==> config.mk <==
export PLATFORM = sky130hd
export DESIGN_NAME = dcache_control
export DESIGN_NICKNAME = d
export VERILOG_FILES = /design/src/rtl/dcache_types.sv /design/src/rtl/dcache_sat_counter.sv /design/src/rtl/dcache_control.sv
export SDC_FILE = /design/constraint.sdc
export NUM_CORES = 1
export LEC_CHECK = 0
export BUFFER_PORTS_ARGS = -buffer_cell sky130_fd_sc_hd__buf_2
export CORE_UTILIZATION = 34
export CTS_CLUSTER_SIZE = 40
export DETAILED_ROUTE_END_ITERATION = 16
export HOLD_SLACK_MARGIN = 0.05
export PLACE_DENSITY = 0.8
export RECOVER_POWER = 25
export REMOVE_ABC_BUFFERS = 1
export SYNTH_ARGS = -nofsm -noshare
export SYNTH_HDL_FRONTEND = slang
export SYNTH_HIERARCHICAL = 1
export SYNTH_SLANG_ARGS = --single-unit
==> constraint.sdc <==
create_clock -name clk -period 2 [get_ports clk]
set_input_delay 0.4 -clock clk [delete_from_list [all_inputs] [get_ports clk]]
set_output_delay 0.4 -clock clk [all_outputs]
set_load 0.005 [all_outputs]
==> src/rtl/dcache_types.sv <==
// dcache_types: shared types and constants for the L1 data-cache controller.
//   dcache_state_t : controller FSM states
//   DIN_*          : datain_sel encodings (data-array write source)
//   PADDR_*        : pmem_addr_sel encodings (physical address source)
package dcache_types;

  typedef enum logic [1:0] {
    IDLE       = 2'd0,
    WRITE_BACK = 2'd1,
    ALLOCATE   = 2'd2
  } dcache_state_t;

  localparam logic DIN_MESH  = 1'b0;  // merged store line from the mesh
  localparam logic DIN_PMEM  = 1'b1;  // line returned by physical memory

  localparam logic PADDR_CPU = 1'b0;  // CPU address (line fill)
  localparam logic PADDR_WB  = 1'b1;  // {victim tag, index, 4'b0} (write-back)

endpackage

==> src/rtl/dcache_sat_counter.sv <==
// dcache_sat_counter: saturating up-counter used for cache performance stats.
// Ports:
//   clk   in   system clock
//   rst   in   synchronous active-high reset, clears count
//   inc   in   increment request for this cycle
//   count out  CNT_WIDTH-bit count, sticks at all-ones
module dcache_sat_counter #(
  parameter int CNT_WIDTH = 16
) (
  input  logic                 clk,
  input  logic                 rst,
  input  logic                 inc,
  output logic [CNT_WIDTH-1:0] count
);

  always_ff @(posedge clk) begin
    if (rst) begin
      count <= '0;
    end else if (inc && (count != '1)) begin
      count <= count + 1'b1;
    end
  end

endmodule

==> src/rtl/dcache_control.sv <==
// dcache_control: control FSM for a 2-way set-associative, write-back,
// write-allocate L1 data cache with 16-byte lines. Decides hit/miss, picks
// the victim way and orders write-back and line fill; the datapath does all
// data movement.
//
// Ports:
//   clk, rst                 clock, synchronous active-high reset
//   mem_read, mem_write      CPU request levels (held until mem_resp)
//   mem_byte_enable[1:0]     store lane mask, 2'b00 = null store
//   hit0/1, valid0/1, dirty0/1, lru_out   per-way status of the indexed set
//   pmem_resp                physical memory finished the line transfer
//   mem_resp                 one-cycle CPU completion pulse
//   pmem_read, pmem_write    line fill / write-back request levels
//   pmem_addr_sel            0 = CPU address, 1 = victim write-back address
//   way_sel, load_data, datain_sel, load_tag, load_dirty, dirty_in,
//   load_lru, lru_in         array control for the datapath
//   hit_count, miss_count, wb_count   performance counters
//
// Optional feature: define DCACHE_PERF_CNT_EN to build the saturating
// performance counters; otherwise the counter outputs are tied to 0.
//
// state      | meaning
// -----------+---------------------------------------------------------
// IDLE       | serve hits with zero wait; on a miss latch victim way
// WRITE_BACK | write dirty victim line to pmem until pmem_resp
// ALLOCATE   | fill the victim way from pmem; load tag/data on pmem_resp
module dcache_control #(
  parameter int CNT_WIDTH = 16
) (
  input  logic                 clk,
  input  logic                 rst,
  input  logic                 mem_read,
  input  logic                 mem_write,
  input  logic [1:0]           mem_byte_enable,
  input  logic                 hit0,
  input  logic                 hit1,
  input  logic                 valid0,
  input  logic                 valid1,
  input  logic                 dirty0,
  input  logic                 dirty1,
  input  logic                 lru_out,
  input  logic                 pmem_resp,
  output logic                 mem_resp,
  output logic                 pmem_read,
  output logic                 pmem_write,
  output logic                 pmem_addr_sel,
  output logic                 way_sel,
  output logic                 load_data,
  output logic                 datain_sel,
  output logic                 load_tag,
  output logic                 load_dirty,
  output logic                 dirty_in,
  output logic                 load_lru,
  output logic                 lru_in,
  output logic [CNT_WIDTH-1:0] hit_count,
  output logic [CNT_WIDTH-1:0] miss_count,
  output logic [CNT_WIDTH-1:0] wb_count
);

  import dcache_types::*;

  dcache_state_t state_q, state_d;
  logic          victim_q, victim_d;

  logic req;
  logic hit;
  logic hit_way;
  logic null_store;
  logic victim_needs_wb;

  // A simultaneous read+write is a store; on a double hit way 0 wins.
  assign req             = mem_read | mem_write;
  assign hit             = hit0 | hit1;
  assign hit_way         = ~hit0;
  assign null_store      = mem_write && (mem_byte_enable == 2'b00);
  assign victim_needs_wb = lru_out ? (valid1 & dirty1) : (valid0 & dirty0);

  always_ff @(posedge clk) begin
    if (rst) begin
      state_q  <= IDLE;
      victim_q <= 1'b0;
    end else begin
      state_q  <= state_d;
      victim_q <= victim_d;
    end
  end

  always_comb begin
    state_d  = state_q;
    victim_d = victim_q;
    case (state_q)
      IDLE: begin
        if (req && !hit) begin
          victim_d = lru_out;
          state_d  = victim_needs_wb ? WRITE_BACK : ALLOCATE;
        end
      end
      WRITE_BACK: begin
        if (pmem_resp) state_d = ALLOCATE;
      end
      ALLOCATE: begin
        if (pmem_resp) state_d = IDLE;
      end
      default: state_d = IDLE;
    endcase
  end

  always_comb begin
    mem_resp      = 1'b0;
    pmem_read     = 1'b0;
    pmem_write    = 1'b0;
    pmem_addr_sel = PADDR_CPU;
    way_sel       = 1'b0;
    load_data     = 1'b0;
    datain_sel    = DIN_MESH;
    load_tag      = 1'b0;
    load_dirty    = 1'b0;
    dirty_in      = 1'b0;
    load_lru      = 1'b0;
    lru_in        = 1'b0;
    case (state_q)
      IDLE: begin
        if (req && hit) begin
          mem_resp = 1'b1;
          // A null store completes without touching any array or the LRU.
          if (!null_store) begin
            way_sel  = hit_way;
            load_lru = 1'b1;
            lru_in   = ~hit_way;
            if (mem_write) begin
              load_data  = 1'b1;
              datain_sel = DIN_MESH;
              load_dirty = 1'b1;
              dirty_in   = 1'b1;
            end
          end
        end
      end
      WRITE_BACK: begin
        pmem_write    = 1'b1;
        pmem_addr_sel = PADDR_WB;
        way_sel       = victim_q;
      end
      ALLOCATE: begin
        pmem_read     = 1'b1;
        pmem_addr_sel = PADDR_CPU;
        way_sel       = victim_q;
        if (pmem_resp) begin
          load_data  = 1'b1;
          datain_sel = DIN_PMEM;
          load_tag   = 1'b1;
          load_dirty = 1'b1;
          dirty_in   = 1'b0;
        end
      end
      default: ;
    endcase
  end

`ifdef DCACHE_PERF_CNT_EN
  logic hit_inc;
  logic miss_inc;
  logic wb_inc;

  assign hit_inc  = (state_q == IDLE) && req && hit;
  assign miss_inc = (state_q == IDLE) && req && !hit;
  assign wb_inc   = (state_q == WRITE_BACK) && pmem_resp;

  dcache_sat_counter #(.CNT_WIDTH(CNT_WIDTH)) u_hit_cnt (
    .clk   (clk),
    .rst   (rst),
    .inc   (hit_inc),
    .count (hit_count)
  );

  dcache_sat_counter #(.CNT_WIDTH(CNT_WIDTH)) u_miss_cnt (
    .clk   (clk),
    .rst   (rst),
    .inc   (miss_inc),
    .count (miss_count)
  );

  dcache_sat_counter #(.CNT_WIDTH(CNT_WIDTH)) u_wb_cnt (
    .clk   (clk),
    .rst   (rst),
    .inc   (wb_inc),
    .count (wb_count)
  );
`else
  assign hit_count  = '0;
  assign miss_count = '0;
  assign wb_count   = '0;
`endif

endmodule

* Word level (Yosys, flattened, before mapping)
Cells that the tools add are included.
Operators by class: reduce and logical (&&, ||, !) cells 9, equal/unequal tests 5, bitwise operators 5, multiplexer cells 26
Operators with widths (count):
- two-way mux 1 bit | 19
- two-way mux 2 bit | 4
- != test 2 bit, second input constant | 3
- one-hot mux 2 bit (3 select lines) | 1
- zero test 2 bit | 2
- one-hot mux 1 bit (2 select lines) | 2
- logical AND 1 bit | 3
- AND reduction 3 bit | 1
- AND 1 bit | 2
- equality test 2 x 1 -> 1 bit, second input constant | 1
- equality test 2 bit, second input constant | 1
- OR 1 bit | 2
- AND reduction 2 bit | 1
- OR reduction 2 bit | 1
- zero test 1 bit | 1
- NOT 1 bit | 1
Storage, ports and cells: word-level logic and storage cells 47, flip-flop bits (word level) 3, output and inout port bits 60, input bits 14

* Longest topological paths before layout
Gate-level depths: netlist of run 1.
depth in word-level cells 5, mapped depth 6, depth with buffers taken out 6

* Worst setup path before layout of run 1
Ideal clock, no wire load.
path type reg2out, start register state_q[1], end output way_sel, path buffers 0, data arrival time 1302 ps, required time 1600 ps, stages on the path, launching flop included 7, slack 298 ps, cells stage by stage dfxtp_1 inv_1 ha_1 o21ai_0 a211oi_1 a22oi_1 nor2_1
On the way: word-level cells in the longest chain between the ends 3, elaborated cells on any way between the ends 5, those cells by class 2 x eq/ne; 1 x mux; 2 x reduce/logical
Ends and longest elaborated chain:
- start: declaration | line dcache_control.sv:62 | dcache_state_t state_q, state_d;
- start signal: assignment | line dcache_control.sv:83 | state_q <= state_d;
- equality test 2 bit or equality test 2 x 1 -> 1 bit (tied branches) | line dcache_control.sv:121 | case (state_q)
- OR reduction 2 bit (no source line)
- one-hot mux 1 bit (2 select lines) * | line dcache_control.sv:121
- end: declaration | line dcache_control.sv:47 | output logic way_sel,
Mark *: on every way between the ends. The rest lies on a longest branch, timed or not.

* Worst setup path after layout of run 1
Ends and elaborated chain as after synthesis.

==> results of run 1 <==
synth_stat cells, drive strengths merged, types with 2 or more instances:
master,number
buf,51
a211oi,2
dfxtp,3
and2,2
o21ai,2
nor2,7
ha,4
or2,2
inv,4
nand2,2
final timing paths:
kind	end	cells after the start	slack (ns)
setup / recovery	way_sel	7	0.12
hold / removal	victim_q	2	0.38
setup reg to reg	victim_q	6	0.50
hold reg to reg	victim_q	2	0.53
stage by stage:
| step | hold slack, ns | total power, uW | TNS [ns] | cell area, sq um | instances |
|---|---|---|---|---|---|
| final | 0.383 | 340 | 0 | 668 | 141 |
| after global placement | 0.509 | 229 | 0 | 631 | 137 |
| after global routing | 0.380 | 383 | -0.00275 | 668 | 141 |
| after floorplan | 0.461 | 174 | 0 | 474 | 87 |
| after CTS | 0.365 | 348 | 0 | 666 | 141 |
| after detailed placement | 0.511 | 230 | 0 | 631 | 137 |
power groups by stage:
stage	registers, uW	clock network, uW	logic, uW
2_1_floorplan	71.6	0	102
3_3_place_gp	73.0	0	156
3_5_place_dp	73.0	0	157
4_1_cts	72.1	112	163
5_1_grt	73.5	119	190
6_report	72.2	104	163
state kept, by name, summed over array words and instances (netlist names):
name,count
state_q,2
victim_q,1
cell type report:
class	instances	area [sq um]	area share, %
Multi-Input combinational cell	80	410	61.4
Tap cell	25	31.3	4.68
Sequential cell	3	60.1	8.99
Clock buffer	4	26.3	3.93
Inverter	4	15.0	2.25
Timing Repair Buffer	25	125	18.7
per-layer routing:
metal	global-route usage [%]	up-vias	wire length, um
met2	16.7	49	434
met4	3.43	0	0
met3	4.62	0	149
li1	-	246	-
met5	0	-	0
met1	8.35	205	394
cells by family (layout without fill, tap and decap cells):
group | Yosys count | in the layout
buffers and inverters | 55 | 33
other | 1 | 48
adders and majority gates | 4 | 4
AOI/OAI and AO/OA | 9 | 9
DFF | 3 | 3
muxes | 1 | 1
and+or+nand+nor | 18 | 18
timing repair:
item | CTS | global route
resized for setup | 3 | 2
pin swaps | 0 | 1
hold buffers | 0 | 0
setup endpoints to repair | 4 | 4
==> impl_metrics.yaml, run 1 <==
critical_path:
  crit_slowest_cell: "dfxtp_1"
  path_buf_inv: 2
  crit_arrival_ns: 1.48
  crit_start: "state_q[1]"
  critPathRequiredTime_ns: 1.60
  crit_type: "flip-flop to primary output"
  crit_path_max_incr_delay_ns: 0.33
  crit_chain: "inv_1, ha_2, o21ai_2, a211oi_2, a22oi_1, nor2_1, buf_2"
  cp_top_family: "compound AO/OA/AOI/OAI gates"
  worst_setup_path_end_kind: "primary output"
  cp_max_fo: 4
  startpoint_type: "flip-flop"
  r2r_start: "state_q[1]"
logic_synthesis:
  ys_seq_area_share_pct: 8.82
  synthSimpleGateAreaFrac_pct: 13.1
  synth-seq-cells: 3
  synth_xor_area_share_pct: 0
  syn_inst: 91
  synth_top_flop_cell: "dfxtp_1"
  synth_top_cell_by_area: "buf_4"
  synth_top_family_by_area: "buffers and inverters"
  async_flop_share_pct: 0
  synth-compound-area-share_pct: 10.3
  synthAdderAreaFrac_pct: 7.35
  yosys_warnings: 6
  syn_area_per_cell_sq_um: 7.48
  synth.distinct_cells: 23
  synth_edf_count: 0
  muxShareOfSynthArea_pct: 1.47
  syn_area_sq_um: 681
  synth_top_area_share_pct: 56.3
  synthTopCellsByArea: "buf_4, dfxtp_1, ha_1, nor2_1, inv_1"
power_and_ir_drop:
  power.internal_uw: 213
  leakage_uw: 0.000411
  seq_power_share_pct: 21.3
  pwr-share-comb_pct: 48.0
  irDropWorstVdd_mv: 0.249
  power.switching_uw: 126
  swShare_pct: 37.2
  power_density_mw_per_mm2: 509
  clkPwrFrac_pct: 30.7
cells_and_area:
  syn2layout_area_growth_pct: -1.84
  fin_nets: 135
  fill_cells: 201
  antennaDiodeCount: 0
  final_cell_mix: "conb_1, buf_2, nor2_1"
  final_core_util_pct: 37.1
  final_layout_size_suffix_gt1_share_pct: 30.2
  layout_commonest_cell: "conb_1"
timing:
  finClkSkew_ns: 0.000878
  setup_slack_ns: 0.124
  rsz0062_at_grt: "yes"
  finalMaxSlewViolations: 0
  final.period_utilization_pct: 93.8
  final_hold_viol_count: 0
  min_period_ns: 1.88
  setup-violations-final: 0
  max_freq_mhz: 533
drt:
  wl_per_cell_um: 6.93
  viasPerCell: 3.55
  wl_um: 977
  antenna_left: 0
  dr.pass1.iters: 2
  num_vias: 500
  drtIter0Drc: 3
  drc: 0
floorplan:
  coreArea_sq_mm: 0.00180
  rows: 15
  initial_core_util_pct: 37.8
  dieArea_sq_mm: 0.00218
  ios: 74
  die_w_um: 46.7
  fp.dieH_um: 46.7
global_route:
  grt_start_max_net_pins: 6
  grt_pass1_wl_um: 1350
  grt_overflow_total: 0
  grt_pass1_vias: 378
  grt_util_all_layers_pct: 9.00
  antenna_found_initial: 0
clock_tree:
  cts.htree.levels: 1
  cts_root_buf: "clkbuf_4"
  cts_tree: "done"
  cts.sinks: 3
  clock_latency_ns: 0.23
  clkTransAtPathRegs_ns: 0.03
  clockBufferDepth: 2
  cts_made_buffers: 3
  postCtsSetupBuffers: 0
run:
  cap_violations: 0
outcome:
  status: "complete, no violations"
placement:
  routabilityCongestion: 0.813
  hpwl_um: 855
  dp_slack_ns: 0.148
  port_buffers: 25
hold_path:
  min_path_type: "primary input to flip-flop"
  hp-start: "rst"
Note: power is estimated with default switching activity, not from simulation.
==> inputs of run 2 (changes only) <==
- BUFFER_PORTS_ARGS: -buffer_cell sky130_fd_sc_hd__buf_2 -> not set
- CORE_UTILIZATION: 34 -> 45
- DONT_BUFFER_PORTS: not set -> 1
- PLACE_DENSITY: 0.8 -> not set
==> impl_metrics.yaml, run 2 (same netlist as run 1, synthesis figures left out) <==
timing:
  max_freq_mhz: 540
  setup_slack_ns: 0.149
  finClkSkew_ns: 0.00120
  rsz0062_at_grt: "no"
  min_period_ns: 1.85
  tns_ns: 0
  final.period_utilization_pct: 92.5
  final_hold_viol_count: 0
  whs_ns: 0.234
  setup-violations-final: 0
  finalMaxSlewViolations: 0
run:
  cap_violations: 0
clock_tree:
  postCtsSetupBuffers: 0
  cts_hold_buf: 0
  cts_tree: "done"
  clock_latency_ns: 0.23
  clockBufferDepth: 2
  cts_root_buf: "clkbuf_4"
  clkTransAtPathRegs_ns: 0.03
  cts_made_buffers: 3
  cts.htree.levels: 1
  cts.sinks: 3
floorplan:
  dieArea_sq_mm: 0.00167
  initial_core_util_pct: 50.4
  coreArea_sq_mm: 0.00135
  ios: 74
  fp.dieH_um: 40.9
  rows: 13
  die_w_um: 40.9
global_route:
  grt_start_max_net_pins: 6
  grt_pass1_wl_um: 1090
  antenna_found_initial: 0
  grt_util_all_layers_pct: 9.98
  grt_pass1_vias: 304
  grt_overflow_total: 0
critical_path:
  crit_path_max_incr_delay_ns: 0.33
  crit_chain: "inv_1, ha_2, o21ai_2, a211oi_2, buf_4, and2_1"
  crit_arrival_ns: 1.45
  reg2reg_slack_ns: 0.46
  cp_top_family: "flip-flops"
  cp_max_fo: 4
  reg2reg_to: "victim_q"
  r2r_cells: 6
  critPathCapture: "lru_in"
  crit_type: "flip-flop to primary output"
  critPathRequiredTime_ns: 1.60
  crit_start: "state_q[1]"
  crit_cells: 6
  crit_slowest_cell: "dfxtp_1"
  worst_setup_path_end_kind: "primary output"
  path_buf_inv: 2
  r2r_start: "state_q[1]"
  startpoint_type: "flip-flop"
cells_and_area:
  final_cell_count_no_fill: 107
  largestRegisters: "state_q x2, victim_q x1"
  top_register: "state_q"
  largest_register_ffs: 2
  antennaDiodeCount: 0
  final_cell_mix: "conb_1, nor2_1, inv_1"
  fin_nets: 111
  fill_cells: 146
  final_layout_size_suffix_gt1_share_pct: 13.0
  final_core_util_pct: 40.2
  syn2layout_area_growth_pct: -20.2
  layout_commonest_cell: "conb_1"
power_and_ir_drop:
  irDropWorstVdd_mv: 0.284
  power_density_mw_per_mm2: 568
  leakage_uw: 0.000307
drt:
  wl_um: 896
  antenna_left: 0
  wl_per_cell_um: 8.37
  dr.pass1.iters: 2
  drtIter0Drc: 6
  viasPerCell: 3.96
  drc: 0
  num_vias: 424
hold_path:
  whs_path_depth: 1
  min_path_type: "primary input to flip-flop"
placement:
  dp_slack_ns: 0.146
  routabilityCongestion: 0.687
  dp.cells: 103
  port_buffers: 0
  hpwl_um: 804
outcome:
  status: "complete, no violations"
## run 2: timing repair
action,CTS,global route
endpoints found under the setup margin,2,4
gates cloned,0,0
pin swaps,0,1
gates resized for setup,2,3
## run 2: routing by layer
layer  wire (um)  global-route usage, %
met4           0                   5.00
met3          96                   3.26
met5           0                      0
met1         285                   8.12
met2         513                   20.3
## run 2: worst min path at each step
stage,startpoint,endpoint
final,rst,state_q[1]
after CTS,rst,state_q[1]
after floorplan,victim_q,victim_q
after detailed placement,rst,state_q[1]
after global routing,rst,state_q[1]
after global placement,rst,state_q[1]
## run 2: metrics by stage
stage	power, uW	area, sq um
CTS	311	532
floorplan	174	474
global route	348	543
detailed placement	197	500
global placement	193	500
finish	308	543
## run 2: area by class of cell
class | count | area, sq um | area share [%]
Sequential cell | 3 | 60.1 | 11.1
Multi-Input combinational cell | 80 | 415 | 76.5
Inverter | 4 | 15.0 | 2.76
Clock buffer | 4 | 26.3 | 4.84
Tap cell | 15 | 18.8 | 3.46
Timing Repair Buffer | 1 | 7.51 | 1.38
## run 2: report_power, final
| part | switching [uW] | total, uW | internal [uW] | leakage [uW] |
|---|---|---|---|---|
| Combinational | 82.0 | 132 | 49.9 | 0.000268 |
| Sequential | 5.68 | 72.1 | 66.4 | 0.0000245 |
| Clock | 29.6 | 104 | 74.7 | 0.0000150 |
| Total | 117 | 308 | 191 | 0.000307 |
